--- src/rtl/adder_seq_pkg.sv ---
// Shared definitions for the nibble-serial adder sequencer:
// controller state encoding and adder slice width.
package adder_seq_pkg;

    localparam int NIBBLE_W = 4;

    typedef enum logic [1:0] {
        IDLE = 2'd0,
        RUN  = 2'd1,
        DONE = 2'd2
    } state_t;

endpackage

--- src/rtl/nibble_serial_add_ctrl_if.sv ---
// Operand/result handshake bundle for nibble_serial_add_ctrl.
// The master drives operands and out_ready; the slave is the adder sequencer.
interface nibble_serial_add_ctrl_if #(
    parameter int WIDTH = 16
);
    logic             in_valid;
    logic             in_ready;
    logic [WIDTH-1:0] in_a;
    logic [WIDTH-1:0] in_b;
    logic             in_cin;
    logic             out_valid;
    logic             out_ready;
    logic [WIDTH-1:0] out_sum;
    logic             out_cout;
    logic             busy;

    modport master (
        output in_valid, in_a, in_b, in_cin, out_ready,
        input  in_ready, out_valid, out_sum, out_cout, busy
    );

    modport slave (
        input  in_valid, in_a, in_b, in_cin, out_ready,
        output in_ready, out_valid, out_sum, out_cout, busy
    );

endinterface

--- src/rtl/ripple_carry_adder_4bit.sv ---
// Combinational 4-bit ripple-carry adder slice; the only arithmetic the
// sequencer uses for the operand data path.
module ripple_carry_adder_4bit (
    input  logic [3:0] a,
    input  logic [3:0] b,
    input  logic       cin,
    output logic [3:0] sum,
    output logic       cout
);

    logic [4:0] c;

    always_comb begin
        // NOTE: every always_comb output gets a default first so no path can infer a latch.
        c    = '0;
        sum  = '0;
        c[0] = cin;
        for (int i = 0; i < 4; i++) begin
            sum[i]   = a[i] ^ b[i] ^ c[i];
            c[i + 1] = (a[i] & b[i]) | (c[i] & (a[i] ^ b[i]));
        end
        cout = c[4];
    end

endmodule

--- src/rtl/nibble_serial_add_ctrl.sv ---
// WIDTH-bit adder built from one 4-bit slice reused once per clock, LS nibble
// first, with valid/ready handshakes on operand and result sides.
module nibble_serial_add_ctrl
    import adder_seq_pkg::*;
#(
    parameter int WIDTH = 16
) (
    input logic                    clk,
    input logic                    rst_n,
    nibble_serial_add_ctrl_if.slave bus
);

    localparam int NIB    = WIDTH / NIBBLE_W;
    localparam int IDX_W  = (NIB > 1) ? $clog2(NIB) : 1;
    localparam int BASE_W = $clog2(WIDTH);
    localparam logic [IDX_W-1:0] LAST_IDX = IDX_W'(NIB - 1);

    state_t              state;
    logic [IDX_W-1:0]    idx;
    logic [WIDTH-1:0]    a_q;
    logic [WIDTH-1:0]    b_q;
    logic                carry;
    logic [BASE_W-1:0]   base;
    logic [NIBBLE_W-1:0] slice_sum;
    logic                slice_cout;

    assign base = BASE_W'(idx) << NIBBLE_W / 2;

    ripple_carry_adder_4bit u_slice (
        .a    (a_q[base +: NIBBLE_W]),
        .b    (b_q[base +: NIBBLE_W]),
        .cin  (carry),
        .sum  (slice_sum),
        .cout (slice_cout)
    );

    assign bus.in_ready = (state == IDLE);
    assign bus.busy     = (state != IDLE);

    // NOTE: sequential state uses non-blocking assignments only, so every register samples pre-edge values.
    always_ff @(posedge clk or negedge rst_n) begin
        if (!rst_n) begin
            state         <= IDLE;
            idx           <= '0;
            a_q           <= '0;
            b_q           <= '0;
            carry         <= 1'b0;
            bus.out_sum   <= '0;
            bus.out_cout  <= 1'b0;
            bus.out_valid <= 1'b0;
        end else begin
            case (state)
                IDLE: begin
                    if (bus.in_valid) begin
                        a_q          <= bus.in_a;
                        b_q          <= bus.in_b;
                        carry        <= bus.in_cin;
                        idx          <= '0;
                        bus.out_sum  <= '0;
                        bus.out_cout <= 1'b0;
                        state        <= RUN;
                    end
                end
                RUN: begin
                    bus.out_sum[base +: NIBBLE_W] <= slice_sum;
                    carry                         <= slice_cout;
                    if (idx == LAST_IDX) begin
                        idx           <= '0;
                        bus.out_cout  <= slice_cout;
                        bus.out_valid <= 1'b1;
                        state         <= DONE;
                    end else begin
                        idx <= idx + 1'b1;
                    end
                end
                DONE: begin
                    // Result stays frozen until the consumer takes it.
                    if (bus.out_ready) begin
                        bus.out_valid <= 1'b0;
                        state         <= IDLE;
                    end
                end
                default: state <= IDLE;
            endcase
        end
    end

endmodule

--- src/flat_wrapper.sv ---
// flat-port wrapper written by rule: the top's interface ports become plain ports
module nibble_serial_add_ctrl_flat import adder_seq_pkg::*;
#(
    parameter int WIDTH = 16
)
  (clk, rst_n, bus_in_valid, bus_in_a, bus_in_b, bus_in_cin, bus_out_ready, bus_in_ready, bus_out_valid, bus_out_sum, bus_out_cout, bus_busy);
  nibble_serial_add_ctrl_if #(.WIDTH(WIDTH)) bus_i ();
  input logic clk;
  input logic rst_n;
  input wire logic [$bits(bus_i.in_valid)-1:0] bus_in_valid;
  input wire logic [$bits(bus_i.in_a)-1:0] bus_in_a;
  input wire logic [$bits(bus_i.in_b)-1:0] bus_in_b;
  input wire logic [$bits(bus_i.in_cin)-1:0] bus_in_cin;
  input wire logic [$bits(bus_i.out_ready)-1:0] bus_out_ready;
  output wire logic [$bits(bus_i.in_ready)-1:0] bus_in_ready;
  output wire logic [$bits(bus_i.out_valid)-1:0] bus_out_valid;
  output wire logic [$bits(bus_i.out_sum)-1:0] bus_out_sum;
  output wire logic [$bits(bus_i.out_cout)-1:0] bus_out_cout;
  output wire logic [$bits(bus_i.busy)-1:0] bus_busy;
  assign bus_i.in_valid = bus_in_valid;
  assign bus_i.in_a = bus_in_a;
  assign bus_i.in_b = bus_in_b;
  assign bus_i.in_cin = bus_in_cin;
  assign bus_i.out_ready = bus_out_ready;
  assign bus_in_ready = bus_i.in_ready;
  assign bus_out_valid = bus_i.out_valid;
  assign bus_out_sum = bus_i.out_sum;
  assign bus_out_cout = bus_i.out_cout;
  assign bus_busy = bus_i.busy;
  nibble_serial_add_ctrl #(.WIDTH(WIDTH)) u_core (.clk(clk), .rst_n(rst_n), .bus(bus_i));
endmodule
--- config.mk ---
export PLATFORM = sky130hd
export DESIGN_NAME = nibble_serial_add_ctrl_flat
export DESIGN_NICKNAME = d
export VERILOG_FILES = /design/src/rtl/adder_seq_pkg.sv /design/src/rtl/nibble_serial_add_ctrl_if.sv /design/src/rtl/ripple_carry_adder_4bit.sv /design/src/rtl/nibble_serial_add_ctrl.sv /design/src/flat_wrapper.sv
export SDC_FILE = /design/constraint.sdc
export NUM_CORES = 1
export LEC_CHECK = 0
export ABC_AREA = 1
export BUFFER_PORTS_ARGS = -buffer_cell sky130_fd_sc_hd__buf_2
export CORE_AREA = 2 2 78 80
export DETAILED_ROUTE_END_ITERATION = 6
export DIE_AREA = 0 0 80 82
export PLACE_DENSITY = 0.73
export SLEW_MARGIN = 20
export SYNTH_ARGS = -nofsm -noshare
export SYNTH_HDL_FRONTEND = slang
export SYNTH_SLANG_ARGS = --single-unit
--- constraint.sdc ---
create_clock -name clk -period 3 [get_ports clk]
set_input_delay 0.6 -clock clk [delete_from_list [all_inputs] [get_ports clk]]
set_output_delay 0.6 -clock clk [all_outputs]
set_load 0.005 [all_outputs]
==> results of run 1 <==
metal layers:
layer / wire length (um) / vias to the layer above
li1: - / 1144
met1: 2731 / 1058
met2: 2701 / 47
met3: 226 / 5
met4: 46 / 0
met5: 0 / -
flip-flops by register name, indices dropped and copies added, names as in the netlist:
signal / flops
u_core.bus.out_valid: 1
u_core.b_q: 16
u_core.idx: 2
u_core.bus.out_cout: 1
u_core.state: 2
u_core.carry: 1
u_core.a_q: 16
u_core.bus.out_sum: 16
cells in the final DEF, fill, tap and decap left out, drive strengths merged:
cell / count
buf: 62
clkbuf: 8
dfrtp: 55
fa: 4
ha: 4
inv: 21
nand2: 167
nand3: 33
nand4: 4
nor2: 18
nor3: 2
o211ai: 4
o21ai: 6
o31ai: 1
final timing paths:
path	cells past startpoint	to	slack (ps)	startpoint
worst max register to register	15	u_core.bus.out_sum[15]	280	u_core.idx[0]
worst min-delay path	2	u_core.bus.out_sum[13]	410	rst_n
max in group asynchronous	2	u_core.idx[0]	2100	rst_n
min in group clk	3	u_core.b_q[0]	470	bus_in_b[0]
worst max-delay path	15	u_core.bus.out_sum[15]	280	u_core.idx[0]
worst min register to register	2	u_core.bus.out_valid	480	u_core.bus.out_valid
through the flow:
step,power [W],cells
after detailed placement,0.003007,456
after global routing,0.003780,464
after global placement,0.002958,456
after CTS,0.003460,464
final,0.003437,464
after floorplan,0.002529,334
report_power, final:
| part | switching (W) | internal, W |
|---|---|---|
| Combinational | 0.00106 | 0.000645 |
| Clock | 0.000238 | 0.000211 |
| Sequential | 0.000226 | 0.00106 |
| Total | 0.00152 | 0.00191 |
cell type report:
type	instances	area, sq um	area share (%)
clock buffer	8	100.1	3.210
sequential	55	1378	44.18
timing repair buffer	62	325.3	10.43
multi-input combinational	243	1137	36.48
inverter	21	83.83	2.689
tap	75	93.84	3.010
timing repair:
action / CTS / global route
setup endpoints to repair: 0 / 3
hold endpoints to repair: 0 / 0
gates resized for setup: 0 / 2
logic make-up (layout without fill, tap and decap cells):
| logic type | Yosys count | after routing | share of synthesized area, % |
|---|---|---|---|
| buf+inv | 36 | 91 | 6.732 |
| compound gates | 11 | 11 | 2.507 |
| flops | 55 | 55 | 51.07 |
| simple gates | 224 | 224 | 34.87 |
| fa+ha+maj | 8 | 8 | 4.828 |
worst register-to-register path, stage by stage, from the launching register on:
cell and delay (ps):
dfrtp_2 490, inv_4 140, nand2_1 60, nand3_1 60
nand2_1 80, fa_1 380, inv_1 70, fa_1 150
inv_1 40, fa_1 350, inv_1 80, fa_1 420
nand2_1 110, nor2_1 60, nand2_1 60, nand2_1 40
==> metrics.txt, run 1 <==
CP peak stage delay 490 ps; EDFF count, synth 0; Top Family by Delay on Critical Path adder cells; router iterations before antenna repair 4; vias in the first global route approximately 2200; critical path class register to register; prevailing post-synth register cell dfrtp_1; worst-margin pin slew slightly below 700 ps; Total Routed Length 5.706 mm; Worst VDD drop 0.0004815 V; Max Freq between 300 and 400 MHz; most frequent cell after synthesis nand2_1; num rows 28; IO buf count 56; status completed; Fill cells about 570; grt met1 use 25.76%; CP required 3210 ps; Die Ht 82 um; Sink Count 55; Post-Place Worst Slack about 200 ps; period utilization 90.51%; GP Congestion 0.8858; initial drt markers 70; critical path's slowest cell dfrtp_2; Worst Skew 4.038 ps; Yosys reg bits 55; first-pass GRT wire length 9.763 mm; Final Instance Area between 0.003 and 0.004 sq mm; WL/cell 12.30 um; # setup viols final 0; synth unique cells 23; crit end category register; met2 GRT Util between 30 and 40%; CTS tree built; ANT nets after route 0; Crit Path Max Fanout 12; HP Class primary input to asynchronous set/reset pin; initial core utilization between 40% and 50%; Setup TNS 0 ps; H-tree lvl count 2; crit path DAT 2920 ps; CP cell instances inv_4 -> nand2_1 -> nand3_1 -> nand2_1 -> fa_1 -> inv_1 -> fa_1 -> inv_1 -> fa_1 -> inv_1 -> fa_1 -> nand2_1 -> nor2_1 -> nand2_1 -> nand2_1; area grow syn2layout 15.69%; number of max-cap violations 0; fin crit period approximately 2700 ps; unrepaired setup endpoints after global routing no; Core Region 0.005746 sq mm; GR Util All Layers 19.08%; GRT busiest layer met2; Power Density roughly 1100 mW/mm^2; Die Area 0.006560 sq mm; Ys Warns 0; total gr overflow 0; fin. max-slew vios 0; drc violations 0; clk buf depth 2; area of the mapped netlist 0.002695 sq mm; initial antenna violation count 0; CTS clk-pin slew, worst paths 90 ps; sequential area share after synthesis 51.07%; Post-Syn Nets 379; Top Ports 57; ranking of synthesized cells by area dfrtp_1 (51%), nand2_1 (23%), nand3_1 (5.6%), fa_1 (3.0%), inv_1 (2.4%); Hold Worst Slack between 400 and 500 ps; met3 Use GR 3.736%; Core Util, Final 54.27%; final hold violation count 0; leakage power 1.792 nW; Skew-Pair Late Insertion Delay 310 ps; Die W 80 um; mean post-synth cell area 8.069 sq um; placed instance area 0.003014 sq mm; ys async rst share 100.0%; Vias between 2000 and 2500; top-area cell type share of the netlist area 51.07%; Synth area leader dfrtp_1; ant diodes 0; Worst slew margin 54.36%; most frequent CP cell nand2_1; cts hold-fix bufs 0; Final Worst Setup Slack 284.7 ps; largest net degree at the start of global routing 56; Post-CTS Repair Setup Buffers 0; Detail Placement HPWL 4.122 mm; layout cells sized above 1 between 20% and 30%; nets 433; CP Buf/Inv Count 4; CTS root buffer clkbuf_8; Post-synth top cells nand2_1 (166), dfrtp_1 (55), nand3_1 (30), inv_1 (17), nor2_1 (16); crit path launch type register; Avg Vias per Cell 4.858; CTS buffer count 5; Mapped Cells 334
Note: power is estimated with default switching activity, not from simulation.
==> run 2, diff against run 1 <==
BUFFER_PORTS_ARGS = not set   (was -buffer_cell sky130_fd_sc_hd__buf_2)
CORE_AREA = 2 2 68 70   (was 2 2 78 80)
CTS_BUF_LIST = sky130_fd_sc_hd__clkbuf_4 sky130_fd_sc_hd__clkbuf_8   (was not set)
DIE_AREA = 0 0 70 72   (was 0 0 80 82)
DONT_BUFFER_PORTS = 1   (was not set)
PLACE_DENSITY = 0.79   (was 0.73)
clock period = 3.35 ns   (was 3 ns; I/O delays follow)
==> metrics.txt, run 2 (synthesis gave the netlist of run 1 again) <==
critical path's slowest cell dfrtp_1; unrepaired setup endpoints after global routing no; Die Ht 72 um (-12%); Top Ports 57 (unchanged); GP Congestion 0.8993 (+1.5%); Power Density 1043 mW/mm^2 (-5.4%); Setup TNS 0 ps (unchanged); worst-margin pin slew 526.3 ps (-158.3 ps); H-tree lvl count 2 (unchanged); Sink Count 55 (unchanged); Avg Vias per Cell 5.301 (+9.1%); GR Util All Layers 23.03% (+4.0 points); Skew-Pair Late Insertion Delay 310 ps (about the same); num rows 24 (-14%); CP cell instances inv_1 -> nand3_1 -> nand2_1 -> fa_1 -> inv_1 -> fa_1 -> inv_1 -> fa_1 -> inv_1 -> fa_1 -> nand2_1 -> nor2_1 -> nand2_1 -> nand2_1; drc violations 0 (unchanged); Hold Worst Slack 47.10 ps (-366.6 ps); CP peak stage delay 470 ps (-20 ps); placed instance area 0.002675 sq mm (-11%); area grow syn2layout 2.089%; Worst Skew 2.825 ps (-1.213 ps); Die W 70 um (-13%); post-CTS sizing 0 (unchanged); number of max-cap violations 0 (unchanged); Worst VDD drop 0.0004010 V (-17%); final hold violation count 0 (unchanged); dpl cells 373 (-18%); Core Util, Final 64.52% (+10 points); Worst slew margin 64.88% (+11 points); period utilization 84.90% (-5.6 points); crit path launch type register; CTS clk-pin slew, worst paths 80 ps (about the same); nets 373 (-14%); most frequent cells in the layout nand2_1 (166), dfrtp_1 (55), nand3_1 (30), inv_1 (17), nor2_1 (16); cts hold-fix bufs 0 (unchanged); Vias 2009 (-11%); clk buf depth 2 (unchanged); ANT nets after route 0 (unchanged); initial antenna violation count 0 (unchanged); non-filler instance count after layout 379 (-18%); CTS tree built; IO buf count 0 (-100%); status completed; first-pass GRT wire length 9.073 mm (-7.1%); router iterations before antenna repair 5 (+1); Detail Placement HPWL 3.879 mm (-5.9%); initial core utilization 63.20% (+16 points); ant diodes 0 (unchanged); fin. max-slew vios 0 (unchanged); Core Region 0.004264 sq mm (-26%); Fill cells 384 (-33%); critical path class register to register; Crit Path Max Fanout 14 (+2); largest net degree at the start of global routing 56 (unchanged); fin crit period 2844 ps (+129.0 ps); CP required 3550 ps (+340 ps); top flop regs u_core.a_q: 16 flops, u_core.b_q: 16 flops, u_core.bus.out_sum: 16 flops; CTS root buffer clkbuf_8; # setup viols final 0 (unchanged); Total Routed Length 5.208 mm (-8.7%); vias in the first global route 1992 (-8.4%); total gr overflow 0 (unchanged); Die Area 0.005040 sq mm (-23%); leakage power 1.519 nW (-15%); CTS buffer count 5 (unchanged); layout cells sized above 1 5.505% (-15 points); HP Class primary input to asynchronous set/reset pin; Post-CTS Repair Setup Buffers 0 (unchanged); initial drt markers 89 (+27%); CP Buf/Inv Count 4 (unchanged); crit path DAT 3050 ps (+130 ps); WL/cell 13.74 um (+12%); crit end category register; Top Family by Delay on Critical Path adder cells; commonest non-fill, non-tap cell in the layout nand2_1; Final Instance Area 0.002751 sq mm (-12%); Max Freq 351.6 MHz (-4.5%)
## run 2: per-stage QoR
step	power (W)	worst slack, ps
floorplan	0.002265	551.0
global placement	0.002500	590.0
finish	0.002870	505.8
global route	0.003152	299.8
detailed placement	0.002556	476.6
CTS	0.002898	478.5
## run 2: layer usage
metal  track usage, %  part of all wire [%]  up-vias
li1                 -                     -     1021
met4            8.974                   1.8        0
met5                0                     0        -
met3            4.583                   4.5       10
met2            38.20                    49       53
met1            30.39                    44      925
## run 2: path summary, 6_finish.rpt
check                               startpoint                      to  slack (ps)  cells after the start
worst min-delay path                     rst_n  u_core.bus.out_sum[12]          50                      0
worst max register to register   u_core.idx[1]  u_core.bus.out_sum[15]         510                     14
worst min register to register  u_core.a_q[13]          u_core.a_q[13]         480                      2
worst max-delay path             u_core.idx[1]  u_core.bus.out_sum[15]         510                     14
max in group asynchronous                rst_n          u_core.a_q[14]        3210                      0
min in group clk                 bus_out_ready         u_core.state[1]         450                      1
## run 2: area by class of cell
| class | instances | area (sq um) | share of cell area, % |
|---|---|---|---|
| Clock buffer | 6 | 76.32 | 2.774 |
| Inverter | 21 | 81.33 | 2.956 |
| Multi-Input combinational cell | 243 | 1137 | 41.34 |
| Sequential cell | 55 | 1376 | 50.02 |
| Tap cell | 52 | 65.06 | 2.365 |
| Timing Repair Buffer | 2 | 15.01 | 0.5457 |
## run 2: power by group
part / internal [W] / total [W] / leakage (nW) / switching [W]
Sequential: 0.000948 / 0.00116 / 0.702 / 0.000213
Combinational: 0.000485 / 0.00137 / 0.776 / 0.000883
Clock: 0.000148 / 0.000341 / 0.0406 / 0.000193
Total: 0.00158 / 0.00287 / 1.52 / 0.00129
